### src/rtl/decode_stage.sv
// Registered N-lane RV32I decode stage with valid/ready flow control, wrapping sequence ids and flush.
// Optional illegal-instruction flag per lane is enabled by defining DECODE_ILLEGAL_DETECT_EN.
module decode_stage #(
  parameter int N_LANES = 2,
  parameter int SEQ_W   = 6,
`ifdef DECODE_ILLEGAL_DETECT_EN
  localparam int DEC_W  = 68
`else
  localparam int DEC_W  = 67
`endif
) (
  input  logic                     clk,
  input  logic                     rst_aL,
  input  logic                     flush,
  input  logic                     in_valid,
  output logic                     in_ready,
  input  logic [N_LANES-1:0]       in_mask,
  input  logic [32*N_LANES-1:0]    in_instr,
  output logic                     out_valid,
  input  logic                     out_ready,
  output logic [N_LANES-1:0]       out_mask,
  output logic [SEQ_W-1:0]         out_seq,
  output logic [DEC_W*N_LANES-1:0] out_dec
);

  localparam logic [6:0] OP_OP     = 7'b0110011;
  localparam logic [6:0] OP_OP_IMM = 7'b0010011;
  localparam logic [6:0] OP_LOAD   = 7'b0000011;
  localparam logic [6:0] OP_STORE  = 7'b0100011;
  localparam logic [6:0] OP_BRANCH = 7'b1100011;
  localparam logic [6:0] OP_LUI    = 7'b0110111;
  localparam logic [6:0] OP_AUIPC  = 7'b0010111;
  localparam logic [6:0] OP_JAL    = 7'b1101111;
  localparam logic [6:0] OP_JALR   = 7'b1100111;

  // Handshake: a group moves in when in_valid & in_ready, and out when out_valid & out_ready.
  // The held group is frozen while out_valid & ~out_ready; flush blocks input and drops the held group.

  logic [SEQ_W-1:0]         seq_next;
  logic [N_LANES-1:0]       prefix;
  logic [SEQ_W-1:0]         count;
  logic [DEC_W*N_LANES-1:0] dec_group;
  logic                     push;

  function automatic logic [DEC_W-1:0] decode_lane(input logic [31:0] ins);
    logic [6:0]  op;
    logic [2:0]  f3;
    logic        is_op, is_opi, is_ld, is_st, is_br, is_lu, is_au, is_jl, is_jr;
    logic        t_r, t_i, t_s, t_b, t_u, t_j;
    logic [31:0] imm;
    logic [66:0] pkt;
`ifdef DECODE_ILLEGAL_DETECT_EN
    logic        illegal;
`endif
    op     = ins[6:0];
    f3     = ins[14:12];
    is_op  = (op == OP_OP);
    is_opi = (op == OP_OP_IMM);
    is_ld  = (op == OP_LOAD);
    is_st  = (op == OP_STORE);
    is_br  = (op == OP_BRANCH);
    is_lu  = (op == OP_LUI);
    is_au  = (op == OP_AUIPC);
    is_jl  = (op == OP_JAL);
    is_jr  = (op == OP_JALR);
    t_r = is_op;
    t_i = is_opi | is_ld | is_jr;
    t_s = is_st;
    t_b = is_br;
    t_u = is_lu | is_au;
    t_j = is_jl;
`ifdef DECODE_ILLEGAL_DETECT_EN
    illegal = (ins[1:0] != 2'b11) |
              ~(is_op | is_opi | is_ld | is_st | is_br | is_lu | is_au | is_jl | is_jr);
    if (illegal) begin
      {t_r, t_i, t_s, t_b, t_u, t_j} = 6'b0;
    end
`endif
    imm = 32'h0;
    if (t_i)      imm = {{20{ins[31]}}, ins[31:20]};
    else if (t_s) imm = {{20{ins[31]}}, ins[31:25], ins[11:7]};
    else if (t_b) imm = {{19{ins[31]}}, ins[31], ins[7], ins[30:25], ins[11:8], 1'b0};
    else if (t_u) imm = {ins[31:12], 12'h000};
    else if (t_j) imm = {{11{ins[31]}}, ins[31], ins[19:12], ins[20], ins[30:21], 1'b0};
    pkt = {t_r | t_i | t_u | t_j,              // rd_valid
           t_r | t_s | t_b,                    // rs2_valid
           t_r | t_i | t_s | t_b,              // rs1_valid
           ins[11:7], ins[24:20], ins[19:15], f3, imm,
           t_r, t_i, t_s, t_b, t_u, t_j,
           is_op & (f3 == 3'b000) & ins[30],
           (is_op | is_opi) & (f3 == 3'b101) & ins[30],
           is_lu, is_jr, is_ld | is_st,
           f3[1:0], f3[2]};
`ifdef DECODE_ILLEGAL_DETECT_EN
    return {illegal, pkt};
`else
    return pkt;
`endif
  endfunction

  // Only the contiguous run of set mask bits starting at lane 0 is kept.
  always_comb begin
    logic run;
    run       = 1'b1;
    prefix    = '0;
    count     = '0;
    dec_group = '0;
    for (int i = 0; i < N_LANES; i++) begin
      run       = run & in_mask[i];
      prefix[i] = run;
      count     = count + SEQ_W'(run);
      if (run) dec_group[i*DEC_W +: DEC_W] = decode_lane(in_instr[i*32 +: 32]);
    end
  end

  assign in_ready = ~flush & (~out_valid | out_ready);
  assign push     = in_valid & in_ready;

  always_ff @(posedge clk or negedge rst_aL) begin
    if (!rst_aL) begin
      out_valid <= 1'b0;
      out_mask  <= '0;
      out_seq   <= '0;
      out_dec   <= '0;
      seq_next  <= '0;
    end else if (flush) begin
      out_valid <= 1'b0;
    end else if (push) begin
      out_valid <= |prefix;
      out_mask  <= prefix;
      out_seq   <= seq_next;
      out_dec   <= dec_group;
      seq_next  <= seq_next + count;
    end else if (out_valid && out_ready) begin
      out_valid <= 1'b0;
    end
  end

endmodule

### config.mk
export PLATFORM = sky130hd
export DESIGN_NAME = decode_stage
export DESIGN_NICKNAME = d
export VERILOG_FILES = /design/src/rtl/decode_stage.sv
export SDC_FILE = /design/constraint.sdc
export NUM_CORES = 1
export LEC_CHECK = 0
export ABC_AREA = 1
export CORE_AREA = 5 5 127 129
export CTS_BUF_LIST = sky130_fd_sc_hd__clkbuf_4
export CTS_CLUSTER_SIZE = 10
export DETAILED_ROUTE_END_ITERATION = 10
export DIE_AREA = 0 0 132 134
export PLACE_DENSITY_LB_ADDON = 0.08
export SLEW_MARGIN = 5
export SYNTH_ARGS = -nofsm -noshare
export SYNTH_HDL_FRONTEND = slang
export SYNTH_SLANG_ARGS = --single-unit
### constraint.sdc
create_clock -name clk -period 4.57 [get_ports clk]
set_input_delay 0.914 -clock clk [delete_from_list [all_inputs] [get_ports clk]]
set_output_delay 0.914 -clock clk [all_outputs]
set_load 0.1 [all_outputs]
==> results.toml, run 1 <==
[grt]
grt_max_degree = 63
overflow = 0
grt_antenna_before_repair = 0
grtUsageTotal_pct = 21.5
grt_pass1_vias = 5870
grt_pass1_wl_mm = 30.6

[final_layout]
n_antenna_cell = 0
final_area_mm2 = 0.00906
drive_gt1_share_pct = 7.01
layout_commonest_cell = "nand2_1"
area_delta_synth_final_pct = 37.6
layout.nets = 1075
layout_common_cells = "nand2_1, clkdlybuf4s50_1, dfrtp_1"
finalNonFillerCells = 1201
fillers = 1360

[yosys]
yosysWarnings = 0
syn_inst = 804
ys_ff_latch = 143
syn_area_mm2 = 0.00658
yosys-top-cells-area = "dfrtp_1, nand2_1, o21ai_0"
syn-mean-instance-area_um2 = 8.18
synth-seq-area-share_pct = 54.4
ys_types = 33
synth_top_area_share_pct = 54.4
synth_fp_nets = 877
yosys.area.top_type = "dfrtp_1"

[placement]
gp_congestion = 0.858
placed_area_mm2 = 0.00875
io_buffers = 214
dp_cells = 1171
hpwl_mm = 14.0

[flow_run]
drv_cap = 0

[routing]
drtIter0Drc = 394
avgViaCountPerCell = 4.89
routedWlPerCell_um = 15.6
wirelength_mm = 18.8
dr.pass1.iters = 6
drc = 0
vias = 5869
ant_nets = 0

[sta]
period_needed_ns = 3.02
maxSlewViolCount = 0
finalCritPeriodShare_pct = 66.1
setup_tns_ns = 0
worst_pin_slew_ns = 1.05
finalSetupViolCount = 0
rsz0062_at_grt = "false"
fin_skew_ns = 0.0153
finalHoldViolations = 0
timing.slew.headroom_pct = 30.1
fin_hold_ws_ns = 0.302
max_freq_mhz = 331

[clock_network]
htreeDepth = 4
post_cts_resize_count = 0
cts-root-buf = "clkbuf_4"
clk_path_buf_depth = 2
clkSinkCount = 143
tritoncts = "built"
clock_latency_ns = 0.54
numCtsBuffers = 17
cts_setup_buffers = 0
cts_hold_buffers = 0
path_clk_slew_ns = 0.12

[floorplanning]
core_area_mm2 = 0.0149
die_w_um = 132
dieArea_mm2 = 0.0177
num_io_pins = 215
die_h_um = 134
initial_core_util_pct = 44.1
row_count = 45

[worst_setup_path]
crit_fanout = 2
cp_data_required_time_ns = 3.66
crit_family = "buffers and inverters"
path_cells = "clkdlybuf4s50_1"
crit_path_start_kind = "flop"
cp-end-kind = "output pin"
crit_buf_inv = 1
path_class = "reg2out"
critPathSlowestCell = "clkdlybuf4s50_1"
cp.arrival_ns = 2.11
critPathMaxStageDelay_ns = 1.18

[power_and_ir_drop]
peakVddDrop_uv = 177
leakagePower_uw = 0.00468
p_per_area_mw_per_mm2 = 357

[run_status]
outcome = "finished clean"

[hold_path]
min_path_type = "in2async"
kinds of logic after synthesis:
logic type	count (synthesis)	synth area share [%]
AND/OR/NAND/NOR	447	28.8
flip-flops	143	54.4
XOR/XNOR	3	0.399
adder cells (fa/ha/maj)	2	0.494
AO/OA/AOI/OAI	106	8.67
buffers and inverters	103	7.23
state kept, by name, indices dropped and copies added (netlist names):
register and flops:
out_seq 6, out_mask 2, seq_next 6, out_valid 1, out_dec 128
layout make-up:
class,count,area (um^2),area share [%]
multi-input combinational,558,2530,27.9
sequential,143,3580,39.5
clock buffer,18,135,1.49
timing repair buffer,218,2170,24.0
inverter,64,240,2.65
clock inverter,12,170,1.88
tap,188,235,2.60
power by group:
group | switching (uW) | leakage [uW] | total (uW) | internal (uW)
Sequential | 52.4 | 0.00195 | 1400 | 1350
Combinational | 725 | 0.00258 | 950 | 225
Clock | 452 | 0.000157 | 882 | 430
synth_stat cells:
master      n
nand2_1   347
dfrtp_1   143
o21ai_0    85
inv_1      55
nand3_1    43
nor2_1     25
clkbuf_1   16
buf_4      12
a21oi_1     9
inv_2       9
nand2_2     6
a32o_1      5
buf_2       5
buf_6       5
nand4_1     5
nor2_2      4
nand3_2     3
nor2_4      3
nor3_1      3
o21ai_1     3
xor2_1      3
a21oi_2     2
nor3_2      2
nor3_4      2
a22o_1      1
and3_4      1
buf_1       1
fa_1        1
ha_1        1
nand2_4     1
nand3_4     1
nor2_8      1
o21ai_2     1
metrics by stage:
stage	util [%]	setup WS (ns)	power [uW]
2_1_floorplan	-	1.24	2100
3_3_place_gp	58.6	1.11	2380
3_5_place_dp	58.6	1.06	2380
4_1_cts	60.7	1.49	3270
5_1_grt	60.7	1.37	3370
6_report	60.7	1.55	3230
routing by layer:
layer	up-vias	part of all wire [%]	GRT usage [%]
li1	2927	-	-
met1	2752	43	26.7
met2	172	49	35.9
met3	18	6.7	6.60
met4	0	1.3	7.03
met5	-	0	0
path summary, 6_finish.rpt:
path	startpoint	end	slack [ns]	cells past startpoint
hold / removal	rst_aL	out_dec[4]	0.30	1
setup reg to reg	out_valid	out_dec[28]	2.08	7
hold reg to reg	out_dec[40]	out_dec[40]	0.49	2
max in group asynchronous	rst_aL	out_dec[112]	3.27	2
min in group clk	out_dec[40]	out_dec[40]	0.49	2
setup / recovery	out_dec[77]	out_dec[77]	1.55	1
Note: power is estimated with default switching activity, not from simulation.
==> inputs of run 2 (changes only) <==
Clock period 4.57 ns to 2.8 ns, I/O delays scaled along.
==> results.toml, run 2 (synthesized netlist as in run 1, its figures left out) <==
[worst_setup_path]
r2r_slack_ns = 0.86
cp.arrival_ns = 2.53
timing.rr.start = "out_valid"
crit_top_cell = "nand2_1"
path_class = "in2reg"
crit_fanout = 20
ff2ff_path_depth = 7
cp_data_required_time_ns = 3.29
crit_start = "in_instr[35]"
path_cells = "clkdlybuf4s50_1 -> inv_2 -> nand2_1 -> nor2_1 -> nand2_1 -> nand2_2 -> a21oi_2 -> nand2_1 -> nand2_1"
crit_path_start_kind = "input port"
crit_end = "out_dec[99]"
cp-end-kind = "flop"
critPathSlowestCell = "a21oi_2"
critPathMaxStageDelay_ns = 0.72
r2r-end = "out_dec[99]"

[placement]
gp_congestion = 0.903
hpwl_mm = 14.2
placed_area_mm2 = 0.00850
io_buffers = 214

[grt]
grt_antenna_before_repair = 0
overflow = 0
grt_pass1_wl_mm = 30.8
grtUsageTotal_pct = 21.6
grt_max_degree = 65
grt_pass1_vias = 5780

[clock_network]
htreeDepth = 4
clkSinkCount = 143
clk_path_buf_depth = 2
cts-root-buf = "clkbuf_4"
tritoncts = "built"
post_cts_resize_count = 0
numCtsBuffers = 17
cts_setup_buffers = 0
cts_hold_buffers = 1
path_clk_slew_ns = 0.13
clock_latency_ns = 0.55

[final_layout]
final_area_mm2 = 0.00881
largest_reg_flops = 128
fillers = 1416
layout_commonest_cell = "nand2_1"
area_delta_synth_final_pct = 33.9
layout.nets = 1085
reg_top3 = "out_dec: 128 flops, out_seq: 6 flops, seq_next: 6 flops"
n_antenna_cell = 0
layout_common_cells = "nand2_1, buf_4, dfrtp_1"
regMostFlops = "out_dec"
drive_gt1_share_pct = 22.0

[power_and_ir_drop]
clkPwrFrac_pct = 26.7
p_sw_share_pct = 39.5
leakagePower_uw = 0.00501
power.internal_uw = 3150
p_comb_share_pct = 29.4
peakVddDrop_uv = 333
p_per_area_mw_per_mm2 = 591
power_frac_seq_pct = 43.9
power.switching_uw = 2060

[floorplanning]
initial_core_util_pct = 44.1
dieArea_mm2 = 0.0177
die_w_um = 132
row_count = 45
core_area_mm2 = 0.0149
die_h_um = 134
num_io_pins = 215

[routing]
vias = 5932
avgViaCountPerCell = 4.89
routedWlPerCell_um = 15.6
drtIter0Drc = 302
drc = 0
ant_nets = 0
wirelength_mm = 18.9
dr.pass1.iters = 5

[sta]
fin_hold_ws_ns = 0.487
worst_pin_slew_ns = 0.880
rsz0062_at_grt = "false"
timing.slew.headroom_pct = 41.3
max_freq_mhz = 489
fin_skew_ns = 0.0143
finalHoldViolations = 0
finalCritPeriodShare_pct = 73.0
period_needed_ns = 2.04
finalSetupViolCount = 0
setup_tns_ns = 0
maxSlewViolCount = 0

[run_status]
outcome = "finished clean"

[hold_path]
min_path_type = "reg2reg"
worstHoldStart = "seq_next[5]"

[flow_run]
drv_cap = 0
==> run 2: worst min-delay path by stage <==
stage,endpoint,slack [ns],depth (start not counted)
after floorplan,out_dec[100],0.26,0
after global placement,seq_next[5],0.45,2
after detailed placement,seq_next[5],0.46,2
after CTS,seq_next[5],0.49,2
after global routing,seq_next[5],0.51,2
final,seq_next[5],0.49,2
==> run 2: critical path: cells and delay by family <==
kind | cells | cell delay, ns
and+or+nand+nor | 6 | 0.55
buffers and inverters | 2 | 0.69
AOI/OAI and AO/OA | 1 | 0.72
==> run 2: area by class of cell <==
type | instances | area (um^2) | area share, %
Multi-Input combinational cell | 558 | 2530 | 28.7
Tap cell | 188 | 235 | 2.67
Inverter | 64 | 240 | 2.73
Sequential cell | 143 | 3580 | 40.6
Clock buffer | 17 | 128 | 1.45
Timing Repair Buffer | 228 | 1930 | 21.9
Clock inverter | 15 | 169 | 1.92
==> run 2: per-layer routing <==
metal  wire (um)  vias to the layer above  GRT usage (%)
met2        9340                      182           35.5
met1        7980                     2776           27.6
li1            -                     2953              -
met3        1360                       21           6.98
met4         261                        0           6.00
met5           0                        -              0
==> run 2: stage by stage <==
step	total power [uW]	utilization [%]	std cells	worst slack (ns)
floorplan	3420	-	804	0.465
global placement	3860	57.0	1180	0.218
detailed placement	3870	57.0	1180	0.172
CTS	5270	59.0	1213	0.794
global route	5450	59.0	1213	0.576
finish	5210	59.0	1213	0.756
==> run 2: power groups by stage <==
stage,registers (uW),logic [uW],clock network (uW)
after detailed placement,2330,1540,0
after global placement,2330,1530,0
after floorplan,3090,336,0
after CTS,2290,1540,1430
after global routing,2310,1610,1530
final,2290,1530,1390
